--- src/rtl/nibble_serial_adder_pkg.sv ---
// Shared types and constants for the nibble-serial adder.
// Holds the FSM state encoding, the slice width and the nibble-counter width helper.
package nibble_serial_adder_pkg;

  localparam int NIBBLE_W = 4;

  typedef enum logic [1:0] {
    IDLE = 2'd0,
    ADD  = 2'd1,
    DONE = 2'd2
  } adderState_t;

  // Smallest counter width able to index n nibbles; never narrower than one bit.
  function automatic int cntWidth(input int n);
    int w;
    w = 1;
    while ((1 << w) < n) w++;
    return w;
  endfunction

endpackage

--- src/rtl/nibble_serial_adder_if.sv ---
// Operand/result handshake bundle between a source/sink and the nibble-serial adder.
// The slave modport is the adder's view; master is the producer/consumer side.
interface nibble_serial_adder_if #(
  parameter int WIDTH = 16
);
  logic             in_valid;
  logic             in_ready;
  logic [WIDTH-1:0] in_a;
  logic [WIDTH-1:0] in_b;
  logic             in_cin;
  logic             out_valid;
  logic             out_ready;
  logic [WIDTH-1:0] out_sum;
  logic             out_cout;
  logic             out_ovf;

  modport slave (
    input  in_valid, in_a, in_b, in_cin, out_ready,
    output in_ready, out_valid, out_sum, out_cout, out_ovf
  );

  modport master (
    output in_valid, in_a, in_b, in_cin, out_ready,
    input  in_ready, out_valid, out_sum, out_cout, out_ovf
  );
endinterface

--- src/rtl/nibble_serial_adder_add4_slice.sv ---
// Combinational 4-bit ripple-carry add slice shared by every nibble of the serial adder.
module add4_slice
  import nibble_serial_adder_pkg::*;
(
  input  logic [NIBBLE_W-1:0] i_a,
  input  logic [NIBBLE_W-1:0] i_b,
  input  logic                i_cin,
  output logic [NIBBLE_W-1:0] o_sum,
  output logic                o_cout
);

  logic w_carry;

  always_comb begin
    o_sum   = '0;
    w_carry = i_cin;
    for (int k = 0; k < NIBBLE_W; k++) begin
      o_sum[k] = i_a[k] ^ i_b[k] ^ w_carry;
      w_carry  = (i_a[k] & i_b[k]) | (w_carry & (i_a[k] ^ i_b[k]));
    end
    o_cout = w_carry;
  end

endmodule

--- src/rtl/nibble_serial_adder.sv ---
// Multi-cycle WIDTH-bit adder: one nibble per clock through a single 4-bit slice,
// LSB first, with the carry held in a register between nibbles.
module nibble_serial_adder
  import nibble_serial_adder_pkg::*;
#(
  parameter  int WIDTH   = 16,
  localparam int NIBBLES = WIDTH / NIBBLE_W
) (
  input  logic                   clk,
  input  logic                   rst,
  nibble_serial_adder_if.slave   bus,
  output logic                   busy
);

  localparam int              CNT_W    = cntWidth(NIBBLES);
  localparam logic [CNT_W-1:0] LAST_NIB = CNT_W'(NIBBLES - 1);

  adderState_t         r_state;
  adderState_t         w_nextState;
  logic [WIDTH-1:0]    r_aSh;
  logic [WIDTH-1:0]    r_bSh;
  logic                r_carry;
  logic [CNT_W-1:0]    r_nibCnt;
  logic [WIDTH-1:0]    r_outSum;
  logic                r_outCout;
  logic                r_outOvf;
  logic [NIBBLE_W-1:0] w_sliceSum;
  logic                w_sliceCout;
  logic [WIDTH-1:0]    w_sumNext;
  logic                w_accept;
  logic                w_lastNib;
  logic                w_inReady;
  logic                w_outValid;
  logic                w_busy;

  assign w_accept  = (r_state == IDLE) && bus.in_valid;
  assign w_lastNib = (r_state == ADD) && (r_nibCnt == LAST_NIB);

  add4_slice u_slice (
    .i_a    (r_aSh[NIBBLE_W-1:0]),
    .i_b    (r_bSh[NIBBLE_W-1:0]),
    .i_cin  (r_carry),
    .o_sum  (w_sliceSum),
    .o_cout (w_sliceCout)
  );

  // Partial sums enter from the MSB end so the word is LSB-aligned after the last nibble.
  if (NIBBLES == 1) begin : gSingle
    assign w_sumNext = w_sliceSum;
  end else begin : gAcc
    logic [WIDTH-NIBBLE_W-1:0] r_sumAcc;

    always_ff @(posedge clk or posedge rst) begin
      if (rst)                 r_sumAcc <= '0;
      else if (r_state == ADD) r_sumAcc <= w_sumNext[WIDTH-1:NIBBLE_W];
    end

    assign w_sumNext = {w_sliceSum, r_sumAcc};
  end

  always_ff @(posedge clk or posedge rst) begin
    if (rst) r_state <= IDLE;
    else     r_state <= w_nextState;
  end

  always_comb begin
    w_nextState = r_state;
    unique case (r_state)
      IDLE:    if (w_accept)      w_nextState = ADD;
      ADD:     if (w_lastNib)     w_nextState = DONE;
      DONE:    if (bus.out_ready) w_nextState = IDLE;
      default:                    w_nextState = IDLE;
    endcase
  end

  always_comb begin
    w_inReady  = 1'b0;
    w_outValid = 1'b0;
    w_busy     = 1'b0;
    unique case (r_state)
      IDLE:    w_inReady = 1'b1;
      ADD:     w_busy    = 1'b1;
      DONE: begin
        w_outValid = 1'b1;
        w_busy     = 1'b1;
      end
      default: w_inReady = 1'b0;
    endcase
  end

  always_ff @(posedge clk or posedge rst) begin
    if (rst) begin
      r_aSh    <= '0;
      r_bSh    <= '0;
      r_carry  <= 1'b0;
      r_nibCnt <= '0;
    end else if (w_accept) begin
      r_aSh    <= bus.in_a;
      r_bSh    <= bus.in_b;
      r_carry  <= bus.in_cin;
      r_nibCnt <= '0;
    end else if (r_state == ADD) begin
      r_aSh    <= r_aSh >> NIBBLE_W;
      r_bSh    <= r_bSh >> NIBBLE_W;
      r_carry  <= w_sliceCout;
      r_nibCnt <= r_nibCnt + 1'b1;
    end
  end

  // Result registers only change on the final nibble, so they hold through handoff.
  always_ff @(posedge clk or posedge rst) begin
    if (rst) begin
      r_outSum  <= '0;
      r_outCout <= 1'b0;
      r_outOvf  <= 1'b0;
    end else if (w_lastNib) begin
      r_outSum  <= w_sumNext;
      r_outCout <= w_sliceCout;
      r_outOvf  <= r_aSh[NIBBLE_W-1] ^ r_bSh[NIBBLE_W-1]
                 ^ w_sliceSum[NIBBLE_W-1] ^ w_sliceCout;
    end
  end

  assign bus.in_ready  = w_inReady;
  assign bus.out_valid = w_outValid;
  assign bus.out_sum   = r_outSum;
  assign bus.out_cout  = r_outCout;
  assign bus.out_ovf   = r_outOvf;
  assign busy          = w_busy;

endmodule

--- src/flat_wrapper.sv ---
// flat-port wrapper written by rule: the top's interface ports become plain ports
module nibble_serial_adder_flat import nibble_serial_adder_pkg::*;
#(
  parameter  int WIDTH   = 16,
  localparam int NIBBLES = WIDTH / NIBBLE_W
)
  (clk, rst, busy, bus_in_valid, bus_in_a, bus_in_b, bus_in_cin, bus_out_ready, bus_in_ready, bus_out_valid, bus_out_sum, bus_out_cout, bus_out_ovf);
  nibble_serial_adder_if #(.WIDTH(WIDTH)) bus_i ();
  input  logic clk;
  input  logic rst;
  output logic busy;
  input wire logic [$bits(bus_i.in_valid)-1:0] bus_in_valid;
  input wire logic [$bits(bus_i.in_a)-1:0] bus_in_a;
  input wire logic [$bits(bus_i.in_b)-1:0] bus_in_b;
  input wire logic [$bits(bus_i.in_cin)-1:0] bus_in_cin;
  input wire logic [$bits(bus_i.out_ready)-1:0] bus_out_ready;
  output wire logic [$bits(bus_i.in_ready)-1:0] bus_in_ready;
  output wire logic [$bits(bus_i.out_valid)-1:0] bus_out_valid;
  output wire logic [$bits(bus_i.out_sum)-1:0] bus_out_sum;
  output wire logic [$bits(bus_i.out_cout)-1:0] bus_out_cout;
  output wire logic [$bits(bus_i.out_ovf)-1:0] bus_out_ovf;
  assign bus_i.in_valid = bus_in_valid;
  assign bus_i.in_a = bus_in_a;
  assign bus_i.in_b = bus_in_b;
  assign bus_i.in_cin = bus_in_cin;
  assign bus_i.out_ready = bus_out_ready;
  assign bus_in_ready = bus_i.in_ready;
  assign bus_out_valid = bus_i.out_valid;
  assign bus_out_sum = bus_i.out_sum;
  assign bus_out_cout = bus_i.out_cout;
  assign bus_out_ovf = bus_i.out_ovf;
  nibble_serial_adder #(.WIDTH(WIDTH)) u_core (.clk(clk), .rst(rst), .bus(bus_i), .busy(busy));
endmodule
--- config.mk ---
export PLATFORM = sky130hd
export DESIGN_NAME = nibble_serial_adder_flat
export DESIGN_NICKNAME = d
export VERILOG_FILES = /design/src/rtl/nibble_serial_adder_pkg.sv /design/src/rtl/nibble_serial_adder_if.sv /design/src/rtl/nibble_serial_adder_add4_slice.sv /design/src/rtl/nibble_serial_adder.sv /design/src/flat_wrapper.sv
export SDC_FILE = /design/constraint.sdc
export NUM_CORES = 1
export LEC_CHECK = 0
export ABC_AREA = 1
export CORE_ASPECT_RATIO = 0.5
export CORE_MARGIN = 2
export CORE_UTILIZATION = 23
export DETAILED_ROUTE_END_ITERATION = 8
export SLEW_MARGIN = 20
export SYNTH_ARGS = -nofsm -noshare
export SYNTH_HDL_FRONTEND = slang
export SYNTH_SLANG_ARGS = --single-unit
--- constraint.sdc ---
create_clock -name clk -period 5.7 [get_ports clk]
set_input_delay 1.14 -clock clk [delete_from_list [all_inputs] [get_ports clk]]
set_output_delay 1.14 -clock clk [all_outputs]
set_load 0.005 [all_outputs]
==> results_dict.tcl <==
set metrics [dict create \
    status "finished clean" \
    routed_via_density 4.14 \
    power_density_nw_per_um2 538 \
    root_buffer "clkbuf_16" \
    antenna_left 0 \
    drive_above_1_share_pct 6.19 \
    synth-seq-cells 67 \
    wire_per_inst_um 11.6 \
    async_reset_ff_share_pct 100 \
    grt_pass1_vias 2384 \
    start_util_pct 23.6 \
    setup_viol 0 \
    worstPathArrival_ns 3.09 \
    hpwl_um 4300 \
    clock_skew_ns 0.00577 \
    die_x_um 165 \
    rr_endpoint "u_core.bus.out_ovf$_DFFE_PP0P_" \
    numClockSinks 67 \
    drc 0 \
    gr-total-overflow 0 \
    nets 429 \
    grt_max_degree 56 \
    drt_first_pass_iters 4 \
    ys_types 18 \
    yosysMostFrequentCell "nand2_1" \
    hold_end "u_core.bus.out_sum[11]$_DFFE_PP0P_" \
    synth_common_cells "nand2_1 (86), nand3_1 (70), dfrtp_1 (67)" \
    worstRegToRegCells 10 \
    numCtsBuffers 9 \
    cts.htree.levels 3 \
    cp-start-kind "input port" \
    post_cts_buffers 0 \
    postSynthCellCount 333 \
    io_buffers 57 \
    grt_pass1_wl_um 11300 \
    cts_hold_buf 0 \
    tns_ns 0 \
    min_period_ns 2.88 \
    drv_cap 0 \
    grtUsageTotal_pct 10.3 \
    cts.reportedPaths.clkPinSlew_ns 0.06 \
    die_y_um 84.6 \
    via_count 2311 \
    insertedDiodeCount 0 \
    min_path_type "reg2reg" \
    reg2reg_from "u_core.r_carry$_DFFE_PP0P_" \
    ys_top_cells_by_area "dfrtp_1 (56%), nand3_1 (12%), nand2_1 (11%)" \
    min_from "u_core.bus.out_sum[11]$_DFFE_PP0P_" \
    fin_total_pwr_mw 2.14 \
    gp_congestion 0.739 \
    avgSynthCellArea_sq_um 8.97 \
    vdd_drop_max_mv 0.165 \
    drtIter0Drc 103 \
    ys_warn_count 0 \
    num_rows 29 \
    syn_nets 379 \
    clock_latency_ns 0.33 \
    min_period_over_period_pct 50.6 \
    netlist_area_sq_um 2990 \
    synth_flop_cell "dfrtp_1" \
    crit_fanout 54 \
    ys_seq_area_share_pct 56.2 \
    fmax_mhz 347 \
    dieArea_sq_um 14000 \
    p_leak_nw 1.80 \
    finalMaxSlewViolations 0 \
    cts-resized-gates 0 \
    worstMarginPinSlew_ns 0.927 \
    finalHoldViolCount 0 \
    cts_tree "built" \
    wirelength_um 6490 \
    synth_top_area_share_pct 56.2 \
    critPathCaptureType "flip-flop" \
    ff2ff_setup_slack_ns 3.20 \
    crit_required_ns 5.91 \
    clockBufferDepth 2 \
    synth_edf_count 0 \
    maxSlewHeadroom_pct 38.0 \
    antenna_found_initial 0 \
    syn_to_final_growth_pct 33.1 \
    critPathKind "in2reg" \
    io_pins 58 \
    core_sq_um 12700 \
    rsz0062_at_grt "no" \
    yosys.area.top_type "dfrtp_1" \
    hold_depth 2 \
]
## sequential cells by signal, summed over array words and instances, names as in the netlist
name                  flops
u_core.r_bSh             16
u_core.bus.out_sum       16
u_core.r_aSh             16
u_core.r_nibCnt           2
u_core.bus.out_ovf        1
u_core.gAcc.r_sumAcc     12
u_core.r_carry            1
u_core.bus.out_cout       1
u_core.r_state            2
## logic make-up (layout without fill, tap and decap cells)
group	Yosys count	after routing	synth area share (%)
xor+xnor	1	1	0.293
buf+inv	48	103	7.46
fa+ha+maj	9	9	4.78
flops	67	67	56.2
compound gates	37	37	6.62
simple gates	171	171	24.7
## how the worst max path moves through the flow
stage	startpoint	end	slack, ns	cells past startpoint
floorplan	rst	u_core.bus.out_cout$_DFFE_PP0P_	2.88	1
detailed placement	bus_in_valid	u_core.r_bSh[10]$_DFFE_PP0P_	2.45	5
finish	bus_in_valid	u_core.r_bSh[9]$_DFFE_PP0P_	2.82	5
CTS	bus_in_valid	u_core.r_bSh[10]$_DFFE_PP0P_	2.80	5
global placement	bus_in_valid	u_core.r_bSh[11]$_DFFE_PP0P_	2.49	5
global route	bus_in_valid	u_core.r_bSh[1]$_DFFE_PP0P_	2.59	5
## power breakdown
| group | switching, mW | internal (mW) | leakage, nW |
|---|---|---|---|
| combinational | 0.440 | 0.343 | 0.816 |
| sequential | 0.112 | 0.691 | 0.850 |
| clock | 0.201 | 0.349 | 0.137 |
## cell usage in the layout (no fill, tap or decap), drive strengths merged
| master | synthesis | layout |
|---|---|---|
| a21oi | 6 | 6 |
| buf | 20 | 2 |
| bufinv | 0 | 1 |
| clkbuf | 0 | 10 |
| clkdlybuf4s50 | 0 | 57 |
| clkinv | 0 | 1 |
| clkinvlp | 0 | 4 |
| dfrtp | 67 | 67 |
| fa | 4 | 4 |
| ha | 5 | 5 |
| inv | 28 | 28 |
| nand2 | 88 | 88 |
| nand3 | 70 | 70 |
| nor2 | 12 | 12 |
| o211ai | 4 | 4 |
| o21a | 1 | 1 |
| o21ai | 26 | 26 |
| or2 | 1 | 1 |
| xnor2 | 1 | 1 |
## cell type report
cell class / instances / area, sq um
fill: 1311 / 8690
sequential: 67 / 1680
multi-input combinational: 218 / 1090
timing repair buffer: 59 / 586
clock buffer: 10 / 239
tap: 170 / 213
inverter: 28 / 105
clock inverter: 6 / 65.1
## routing by layer
metal | track usage (%) | wire length, um | vias to the layer above
met3 | 4.00 | 295 | 9
met4 | 3.08 | 93 | 0
met5 | 0 | 0 | -
met2 | 16.6 | 3010 | 37
li1 | - | - | 1177
met1 | 12.9 | 3090 | 1088
## through the flow
step / setup WS, ns / std cells / util [%] / hold WS (ns) / instance area, sq um
detailed placement: 2.45 / 542 / 29.0 / 0.462 / 3670
global route: 2.59 / 558 / 31.4 / 0.496 / 3970
finish: 2.82 / 558 / 31.4 / 0.475 / 3970
CTS: 2.80 / 558 / 31.4 / 0.476 / 3970
floorplan: 2.88 / 333 / - / 0.450 / 2990
global placement: 2.49 / 542 / 29.0 / 0.455 / 3670
## critical path, cell delays in order
cell and delay [ns]:
clkdlybuf4s50_1 0.43, nand2_2 0.69, inv_2 0.49, a21oi_1 0.25
a21oi_1 0.09
Note: power is estimated with default switching activity, not from simulation.
